### src/rtl/reg_file_sb_if.sv
// Bus bundle for reg_file_sb: two read ports with busy flags, a write port,
// a reservation port and the pending-reservation count.
interface reg_file_sb_if #(
    parameter int DATA_W = 32,
    parameter int ADDR_W = 5
);
    logic [ADDR_W-1:0] raddr1;
    logic [ADDR_W-1:0] raddr2;
    logic [DATA_W-1:0] rdata1;
    logic [DATA_W-1:0] rdata2;
    logic              we;
    logic [ADDR_W-1:0] waddr;
    logic [DATA_W-1:0] wdata;
    logic              rsv;
    logic [ADDR_W-1:0] rsv_addr;
    logic              busy1;
    logic              busy2;
    logic [ADDR_W:0]   pend_cnt;

    modport master (
        output raddr1, raddr2, we, waddr, wdata, rsv, rsv_addr,
        input  rdata1, rdata2, busy1, busy2, pend_cnt
    );

    modport slave (
        input  raddr1, raddr2, we, waddr, wdata, rsv, rsv_addr,
        output rdata1, rdata2, busy1, busy2, pend_cnt
    );
endinterface

### src/rtl/reg_file_sb.sv
// Two-read/one-write register file with a per-register busy scoreboard.
// Define REG_FILE_BYPASS_EN to forward same-cycle write data onto the read ports.
module reg_file_sb #(
    parameter int DATA_W   = 32,
    parameter int ADDR_W   = 5,
    parameter bit ZERO_REG = 1'b1
) (
    input logic         clk,
    input logic         rst_n,
    reg_file_sb_if.slave bus
);
    localparam int DEPTH = 2 ** ADDR_W;
    localparam int CNT_W = ADDR_W + 1;

`ifdef REG_FILE_BYPASS_EN
    localparam bit BYPASS = 1'b1;
`else
    localparam bit BYPASS = 1'b0;
`endif

    logic [DATA_W-1:0] regs_q [DEPTH];
    logic [DEPTH-1:0]  busy_q, busy_d;
    logic [CNT_W-1:0]  cnt_q, cnt_d;

    logic we_eff, rsv_eff, set_new, clr_old;

    // Register 0 is never written nor reserved when hardwired, so it stays zero.
    assign we_eff  = bus.we  && !(ZERO_REG && (bus.waddr == '0));
    assign rsv_eff = bus.rsv && !(ZERO_REG && (bus.rsv_addr == '0));

    assign set_new = rsv_eff && !busy_q[bus.rsv_addr];
    assign clr_old = we_eff && busy_q[bus.waddr] &&
                     !(rsv_eff && (bus.rsv_addr == bus.waddr));

    always_comb begin
        busy_d = busy_q;
        if (we_eff)  busy_d[bus.waddr]    = 1'b0;
        if (rsv_eff) busy_d[bus.rsv_addr] = 1'b1;
    end

    always_comb begin
        unique case ({set_new, clr_old})
            2'b10:   cnt_d = cnt_q + CNT_W'(1);
            2'b01:   cnt_d = cnt_q - CNT_W'(1);
            default: cnt_d = cnt_q;
        endcase
    end

    always_ff @(posedge clk or negedge rst_n) begin
        if (!rst_n) begin
            for (int i = 0; i < DEPTH; i++) begin
                regs_q[i] <= '0;
            end
            busy_q <= '0;
            cnt_q  <= '0;
        end else begin
            if (we_eff) regs_q[bus.waddr] <= bus.wdata;
            busy_q <= busy_d;
            cnt_q  <= cnt_d;
        end
    end

    logic [ADDR_W-1:0] raddr   [2];
    logic [DATA_W-1:0] rdata   [2];
    logic              busy_rd [2];

    assign raddr[0] = bus.raddr1;
    assign raddr[1] = bus.raddr2;

    always_comb begin
        for (int i = 0; i < 2; i++) begin
            rdata[i]   = regs_q[raddr[i]];
            busy_rd[i] = busy_q[raddr[i]];
            if (BYPASS && we_eff && (raddr[i] == bus.waddr)) begin
                rdata[i]   = bus.wdata;
                busy_rd[i] = 1'b0;
            end
            // Outputs are forced low throughout reset, including any bypass path.
            if (!rst_n) begin
                rdata[i]   = '0;
                busy_rd[i] = 1'b0;
            end
        end
    end

    assign bus.rdata1   = rdata[0];
    assign bus.rdata2   = rdata[1];
    assign bus.busy1    = busy_rd[0];
    assign bus.busy2    = busy_rd[1];
    assign bus.pend_cnt = cnt_q;
endmodule

### src/flat_wrapper.sv
// flat-port wrapper written by rule: the top's interface ports become plain ports
module reg_file_sb_flat 
#(
    parameter int DATA_W   = 32,
    parameter int ADDR_W   = 5,
    parameter bit ZERO_REG = 1'b1
)
  (clk, rst_n, bus_raddr1, bus_raddr2, bus_we, bus_waddr, bus_wdata, bus_rsv, bus_rsv_addr, bus_rdata1, bus_rdata2, bus_busy1, bus_busy2, bus_pend_cnt);
  reg_file_sb_if #(.DATA_W(DATA_W), .ADDR_W(ADDR_W)) bus_i ();
  input logic clk;
  input logic rst_n;
  input wire logic [$bits(bus_i.raddr1)-1:0] bus_raddr1;
  input wire logic [$bits(bus_i.raddr2)-1:0] bus_raddr2;
  input wire logic [$bits(bus_i.we)-1:0] bus_we;
  input wire logic [$bits(bus_i.waddr)-1:0] bus_waddr;
  input wire logic [$bits(bus_i.wdata)-1:0] bus_wdata;
  input wire logic [$bits(bus_i.rsv)-1:0] bus_rsv;
  input wire logic [$bits(bus_i.rsv_addr)-1:0] bus_rsv_addr;
  output wire logic [$bits(bus_i.rdata1)-1:0] bus_rdata1;
  output wire logic [$bits(bus_i.rdata2)-1:0] bus_rdata2;
  output wire logic [$bits(bus_i.busy1)-1:0] bus_busy1;
  output wire logic [$bits(bus_i.busy2)-1:0] bus_busy2;
  output wire logic [$bits(bus_i.pend_cnt)-1:0] bus_pend_cnt;
  assign bus_i.raddr1 = bus_raddr1;
  assign bus_i.raddr2 = bus_raddr2;
  assign bus_i.we = bus_we;
  assign bus_i.waddr = bus_waddr;
  assign bus_i.wdata = bus_wdata;
  assign bus_i.rsv = bus_rsv;
  assign bus_i.rsv_addr = bus_rsv_addr;
  assign bus_rdata1 = bus_i.rdata1;
  assign bus_rdata2 = bus_i.rdata2;
  assign bus_busy1 = bus_i.busy1;
  assign bus_busy2 = bus_i.busy2;
  assign bus_pend_cnt = bus_i.pend_cnt;
  reg_file_sb #(.DATA_W(DATA_W), .ADDR_W(ADDR_W), .ZERO_REG(ZERO_REG)) u_core (.clk(clk), .rst_n(rst_n), .bus(bus_i));
endmodule
### config.mk
export PLATFORM = sky130hd
export DESIGN_NAME = reg_file_sb_flat
export DESIGN_NICKNAME = d
export VERILOG_FILES = /design/src/rtl/reg_file_sb_if.sv /design/src/rtl/reg_file_sb.sv /design/src/flat_wrapper.sv
export SDC_FILE = /design/constraint.sdc
export NUM_CORES = 2
export LEC_CHECK = 0
export CORE_MARGIN = 3
export CORE_UTILIZATION = 40
export DETAILED_ROUTE_END_ITERATION = 16
export GPL_TIMING_DRIVEN = 0
export PLACE_DENSITY_LB_ADDON = 0.2
export SLEW_MARGIN = 30
export SYNTH_ARGS = -nofsm -noshare
export SYNTH_HDL_FRONTEND = slang
export SYNTH_SLANG_ARGS = --single-unit
### constraint.sdc
create_clock -name clk -period 3.78 [get_ports clk]
set_clock_uncertainty 0.1 [all_clocks]
set_input_delay 0.378 -clock clk [delete_from_list [all_inputs] [get_ports clk]]
set_output_delay 0.378 -clock clk [all_outputs]
set_load 0.02 [all_outputs]
**Yosys cells after proc, flatten, opt, wreduce, memory -nomap -nowiden**

Cells that the tools add are included.

- Input port bits: 56
- Word-level logic and storage cells: 99
- Output and inout port bits: 72
- Flip-flop bits (word level): 1,062

- Multiplexer cells: 28
- Bitwise gates (word level): 6
- Reductions and logical operators: 16
- $add $sub $neg: 2
- Magnitude comparators: 10
- Equality and inequality tests: 3

Operator list:

| cell | count |
|---|---|
| $bwmux W1024 | 1 |
| $bmux W32 S5 | 2 |
| $mux W32 | 9 |
| $demux W32 S5 | 1 |
| $and A32 B32 Y32 | 1 |
| $not A32 Y32 | 1 |
| $or A32 B32 Y32 | 1 |
| $lt A5 B6 Y1 const B | 4 |
| $bmux W1 S5 | 4 |
| $ge A6 B6 Y1 const B | 3 |
| $not A5 Y6 | 3 |
| $pmux W6 S2 | 1 |
| $demux W1 S5 | 2 |
| $ge A5 B1 Y1 const B | 2 |
| $logic_not A5 Y1 | 2 |
| $logic_and A1 B1 Y1 | 9 |
| $mux W1 | 8 |
| $add A6 B1 Y6 const B | 1 |
| $lt A6 B1 Y1 const B | 1 |
| $sub A6 B1 Y6 const B | 1 |
| $eq A5 B5 Y1 | 1 |
| $logic_not A1 Y1 | 4 |
| $eq A2 B1 Y1 const B | 1 |
| $eq A2 B2 Y1 const B | 1 |
| $reduce_bool A2 Y1 | 1 |

**Longest topological paths before layout**

- Word-level depth: 9
- Gate-level depth with buffers: 12

**Worst setup path before layout**

OpenSTA, ideal clock, no wires.

- Path type: in2reg
- Start point: input bus_waddr[0]
- End point: register u_core.cnt_q[5], in the netlist u_core.bus.pend_cnt[5]
- Buffers on the path: 2
- Required time: 3.537 ns
- Setup slack: 0.522 ns
- Stages on the path: 12
- Data arrival time: 3.016 ns
- Cell sequence: buf_2 buf_4 mux4_2 mux2i_1 mux4_2 nor3_1 ha_1 ha_1 nand2_1 o21a_1 o311ai_0 xor2_1

- Cells in the longest elaborated chain, start to end: 7
- Elaborated cells on any way between the ends: 14

RTL lines:

| item | RTL line | text |
|---|---|---|
| start: declaration | flat_wrapper.sv:15 | `input wire logic [$bits(bus_i.waddr)-1:0] bus_waddr;` |
| parallel branches: the longest is 4 deep, another holds $bmux W1 S5 | -- |  |
| $logic_and A1 B1 Y1 * | reg_file_sb.sv:32 | `assign clr_old = we_eff && busy_q[bus.waddr] &&` |
| $eq A2 B1 Y1 / $eq A2 B2 Y1 (equally long branches) | reg_file_sb.sv:42 | `unique case ({set_new, clr_old})` |
| $pmux W6 S2 / $reduce_bool A2 Y1 (equally long branches) | -- |  |
| end signal: assignment | reg_file_sb.sv:59 | `cnt_q <= cnt_d;` |
| end: declaration | reg_file_sb.sv:23 | `logic [CNT_W-1:0] cnt_q, cnt_d;` |

Mark *: on every way between the ends. The select of a mux whose other input is x is not followed.
A chain may end at the register's enable or synchronous reset.

**Final worst setup path**

- Start point: input bus_raddr2[2]
- End point: output bus_rdata2[1]

- Cells in the longest elaborated chain, start to end: 5

RTL lines:

| item | RTL line | text |
|---|---|---|
| start: declaration | flat_wrapper.sv:13 | `input wire logic [$bits(bus_i.raddr2)-1:0] bus_raddr2;` |
| $not A5 Y6 (not written as such) | reg_file_sb.sv:72 | `rdata[i] = regs_q[raddr[i]];` |
| $bmux W32 S5 | reg_file_sb.sv:72 |  |
| $mux W32 (not written as such) (2 in series) | reg_file_sb.sv:72 |  |
| $mux W32 | reg_file_sb.sv:79 | `if (!rst_n) begin` |
| end: declaration | flat_wrapper.sv:20 | `output wire logic [$bits(bus_i.rdata2)-1:0] bus_rdata2;` |

Every way passes these cells. The select of a mux whose other input is x is not followed.

==> flow_metrics.tcl <==
set metrics [dict create \
    synthMuxAreaShare 0.452 \
    worstSetupPathType "input pin to primary output" \
    fin_area_um2 65700 \
    synth_fa_ha_area_frac 0.00146 \
    endpoint_kind "primary output" \
    wl_per_cell_um 36.2 \
    start_util 0.405 \
    path_max_fanout 10 \
    drc_errors 0 \
    period_needed_ns 3.83 \
    synth-simple-area-share 0.0105 \
    max_freq_ghz 0.261 \
    cpMostUsedCell "buf_2" \
    rsz0062_at_grt "yes" \
    grt_first_pass_wirelength_mm 295 \
    io_buffers 111 \
    power_density_nw_per_um2 537 \
    cp_slowest_stage_delay_ns 0.71 \
    clk_latency_ns 0.77 \
    yosysTopAreaCellShare 0.468 \
    slew_viol_final 0 \
    cpMaxStageDelayCell "clkdlybuf4s50_1" \
    maxCapViolCount 0 \
    dp_slack_ns -1.37 \
    yosys.cell_types.count 49 \
    drt-initial-drc-count 4129 \
    clkSinkCount 1062 \
    synth-edff-count 0 \
    num_rows 137 \
    worstMarginPinSlew_ns 1.05 \
    syn_avg_cell_area_um2 16.0 \
    ys_top_cells_by_count "dfrtp_1 (1,062), mux2_2 (993), mux4_2 (610), clkbuf_1 (201), buf_2 (151)" \
    cts-root-buf "clkbuf_16" \
    post-place-cells 5547 \
    tritoncts "done" \
    grt_overflow 0 \
    fp.dieH_um 383 \
    yosys-top-cells-area "dfrtp_1 (47%), mux4_2 (24%), mux2_2 (20%), buf_2 (1.3%), clkbuf_1 (1.3%)" \
    timing.rr.end "u_core.bus.pend_cnt[5]" \
    r2r_slack_ns 0.44 \
    clk_path_buf_depth 3 \
    path_clk_slew_ns 0.06 \
    grt_max_degree 126 \
    finalCritPeriodShare 1.01 \
    drive_above_1_share 0.547 \
    core-area_um2 140000 \
    synth_top_family_by_area "multiplexers" \
    ys_ff_latch 1062 \
    dr.pass1.iters 6 \
    finalSetupViolations 2 \
    synth_ff_type "dfrtp_1" \
    dieArea_um2 146000 \
    netlist_area_um2 56800 \
    worst_slack_ns -0.0471 \
    hold_viol 0 \
    yosys.area_share.xor_xnor 0.00139 \
    area_growth_pct 15.8 \
    layout.cells.non_filler 5788 \
    max-slew-margin-rel 0.298 \
    ys_seq_area_frac 0.468 \
    antenna_found_initial 1 \
    startpoint_type "input pin" \
    cp.arrival_ns 3.35 \
    vdd_ir_drop_max_mv 0.430 \
    wl_mm 209 \
    status "finished with violations" \
    cts_setup_buffers 0 \
    violations "negative setup slack" \
    grt_use_total 0.286 \
    cp_num_buf_inv 5 \
    cts_buffers 119 \
    ioPinCount 128 \
    hold_class "input pin to asynchronous set/reset pin" \
    htree_levels 3 \
    cp_top_family "buffers and inverters" \
    vias_per_cell 6.39 \
    antenna_left 0 \
    fin_nets 3872 \
    dp_hpwl_mm 141 \
    die_w_um 383 \
    synthArstFlopShare 1.00 \
    yosysMostFrequentCell "dfrtp_1" \
    worstPathRequired_ns 3.30 \
    p_leak_nw 28.0 \
    worstPathCellList "clkbuf_1, buf_2, buf_4, buf_2, mux2i_1, a221oi_2, clkdlybuf4s50_1" \
    vias 37004 \
    placed_area_um2 60700 \
    synth_compound_area_frac 0.0268 \
    syn_nets 3607 \
    gp_congestion 0.896 \
    yosysWarnings 0 \
    grt_pass1_vias 38057 \
    fin_hold_ws_ns 0.0194 \
    synth_largest_area_cell "dfrtp_1" \
    r2r_start "u_core.busy_q[24]" \
    ff2ff_path_depth 10 \
    synthCells 3545 \
]
[layout by cell type (no fill, tap or decap), types with 6 or more instances in the layout]
cell	n
clkbuf_1	176
mux4_2	610
nor2_1	13
clkdlybuf4s50_1	95
a22o_1	7
buf_16	23
bufinv_16	8
clkbuf_16	121
clkbuf_4	6
o21ai_0	10
mux2_2	993
nand2b_1	6
clkbuf_2	38
dlygate4sd3_1	6
a221oi_2	36
nand2_1	42
xnor2_1	7
clkbuf_8	44
nand3_1	10
dlygate4sd2_1	13
clkinv_2	18
inv_1	80
buf_4	26
o221ai_1	66
buf_6	33
o22ai_1	11
a32o_1	7
buf_2	144
mux2i_1	67
dfrtp_1	1062
nor2b_1	12
a221oi_1	28
[how the worst max path moves through the flow]
stage,from,endpoint,slack (ns),depth (start not counted)
2_1_floorplan,bus_waddr[0],u_core.bus.pend_cnt[5],0.52,12
4_1_cts,bus_raddr2[0],bus_rdata2[12],-0.04,9
6_report,bus_raddr2[2],bus_rdata2[1],-0.05,7
3_5_place_dp,rst_n,bus_rdata2[13],-1.37,7
3_3_place_gp,rst_n,u_core.regs_q[912],-47.96,1
5_1_grt,bus_raddr2[1],bus_rdata2[19],-0.01,8
[final cells by class]
class	instances	area [um^2]
Inverter	80	300
Antenna cell	3	7.51
Timing Repair Buffer	147	1940
Clock inverter	35	439
Multi-Input combinational cell	1986	28200
Buffer	414	2250
Sequential cell	1062	26600
Fill cell	12303	74500
Clock buffer	185	3680
Tap cell	1876	2350
[power breakdown]
group          switching [mW]  internal (mW)
Clock                    5.07           7.20
Sequential               1.64           13.6
Combinational            3.24           4.54
Total                    9.96           25.3
[sequential cells by signal, indices dropped and copies added, names as in the netlist]
| signal | flops |
|---|---|
| u_core.bus.pend_cnt | 6 |
| u_core.busy_q | 32 |
| u_core.regs_q | 1024 |
[cell families (layout without fill, tap and decap cells)]
kind of cell | count (synthesis) | after routing
buffers and inverters | 497 | 861
DFF | 1062 | 1062
and+or+nand+nor | 115 | 115
other | 0 | 3
xor gates and xnor gates | 9 | 9
AOI/OAI and AO/OA | 182 | 182
muxes | 1674 | 1674
adders and majority gates | 6 | 6
[worst min-delay path, stage by stage]
cell	delay [ns]
buf_16	0.13
buf_16	0.17
buf_16	0.16
buf_16	0.12
buf_16	0.28
[routing by layer]
layer	global-route usage	routed length, um	up-vias
met4	0.122	10000	2
met5	0.00728	147	-
met3	0.0765	18700	495
met2	0.438	95600	1719
met1	0.385	84900	20339
li1	-	-	14449
[timing repair]
action	4_1_cts	5_1_grt
gates cloned	3	0
hold buffers	13	5
endpoints found under the setup margin	66	19
gates resized for setup	116	23
hold endpoints to repair	371	102
[stage by stage]
step	TNS [ns]	power (mW)	util
finish	-0.0664	35.3	0.469
global route	-0.0130	36.6	0.469
CTS	-0.0421	35.3	0.467
detailed placement	-59.95	22.9	0.433
global placement	-	22.7	0.429
floorplan	0	20.3	-
Power figures use the tool's default switching activity.
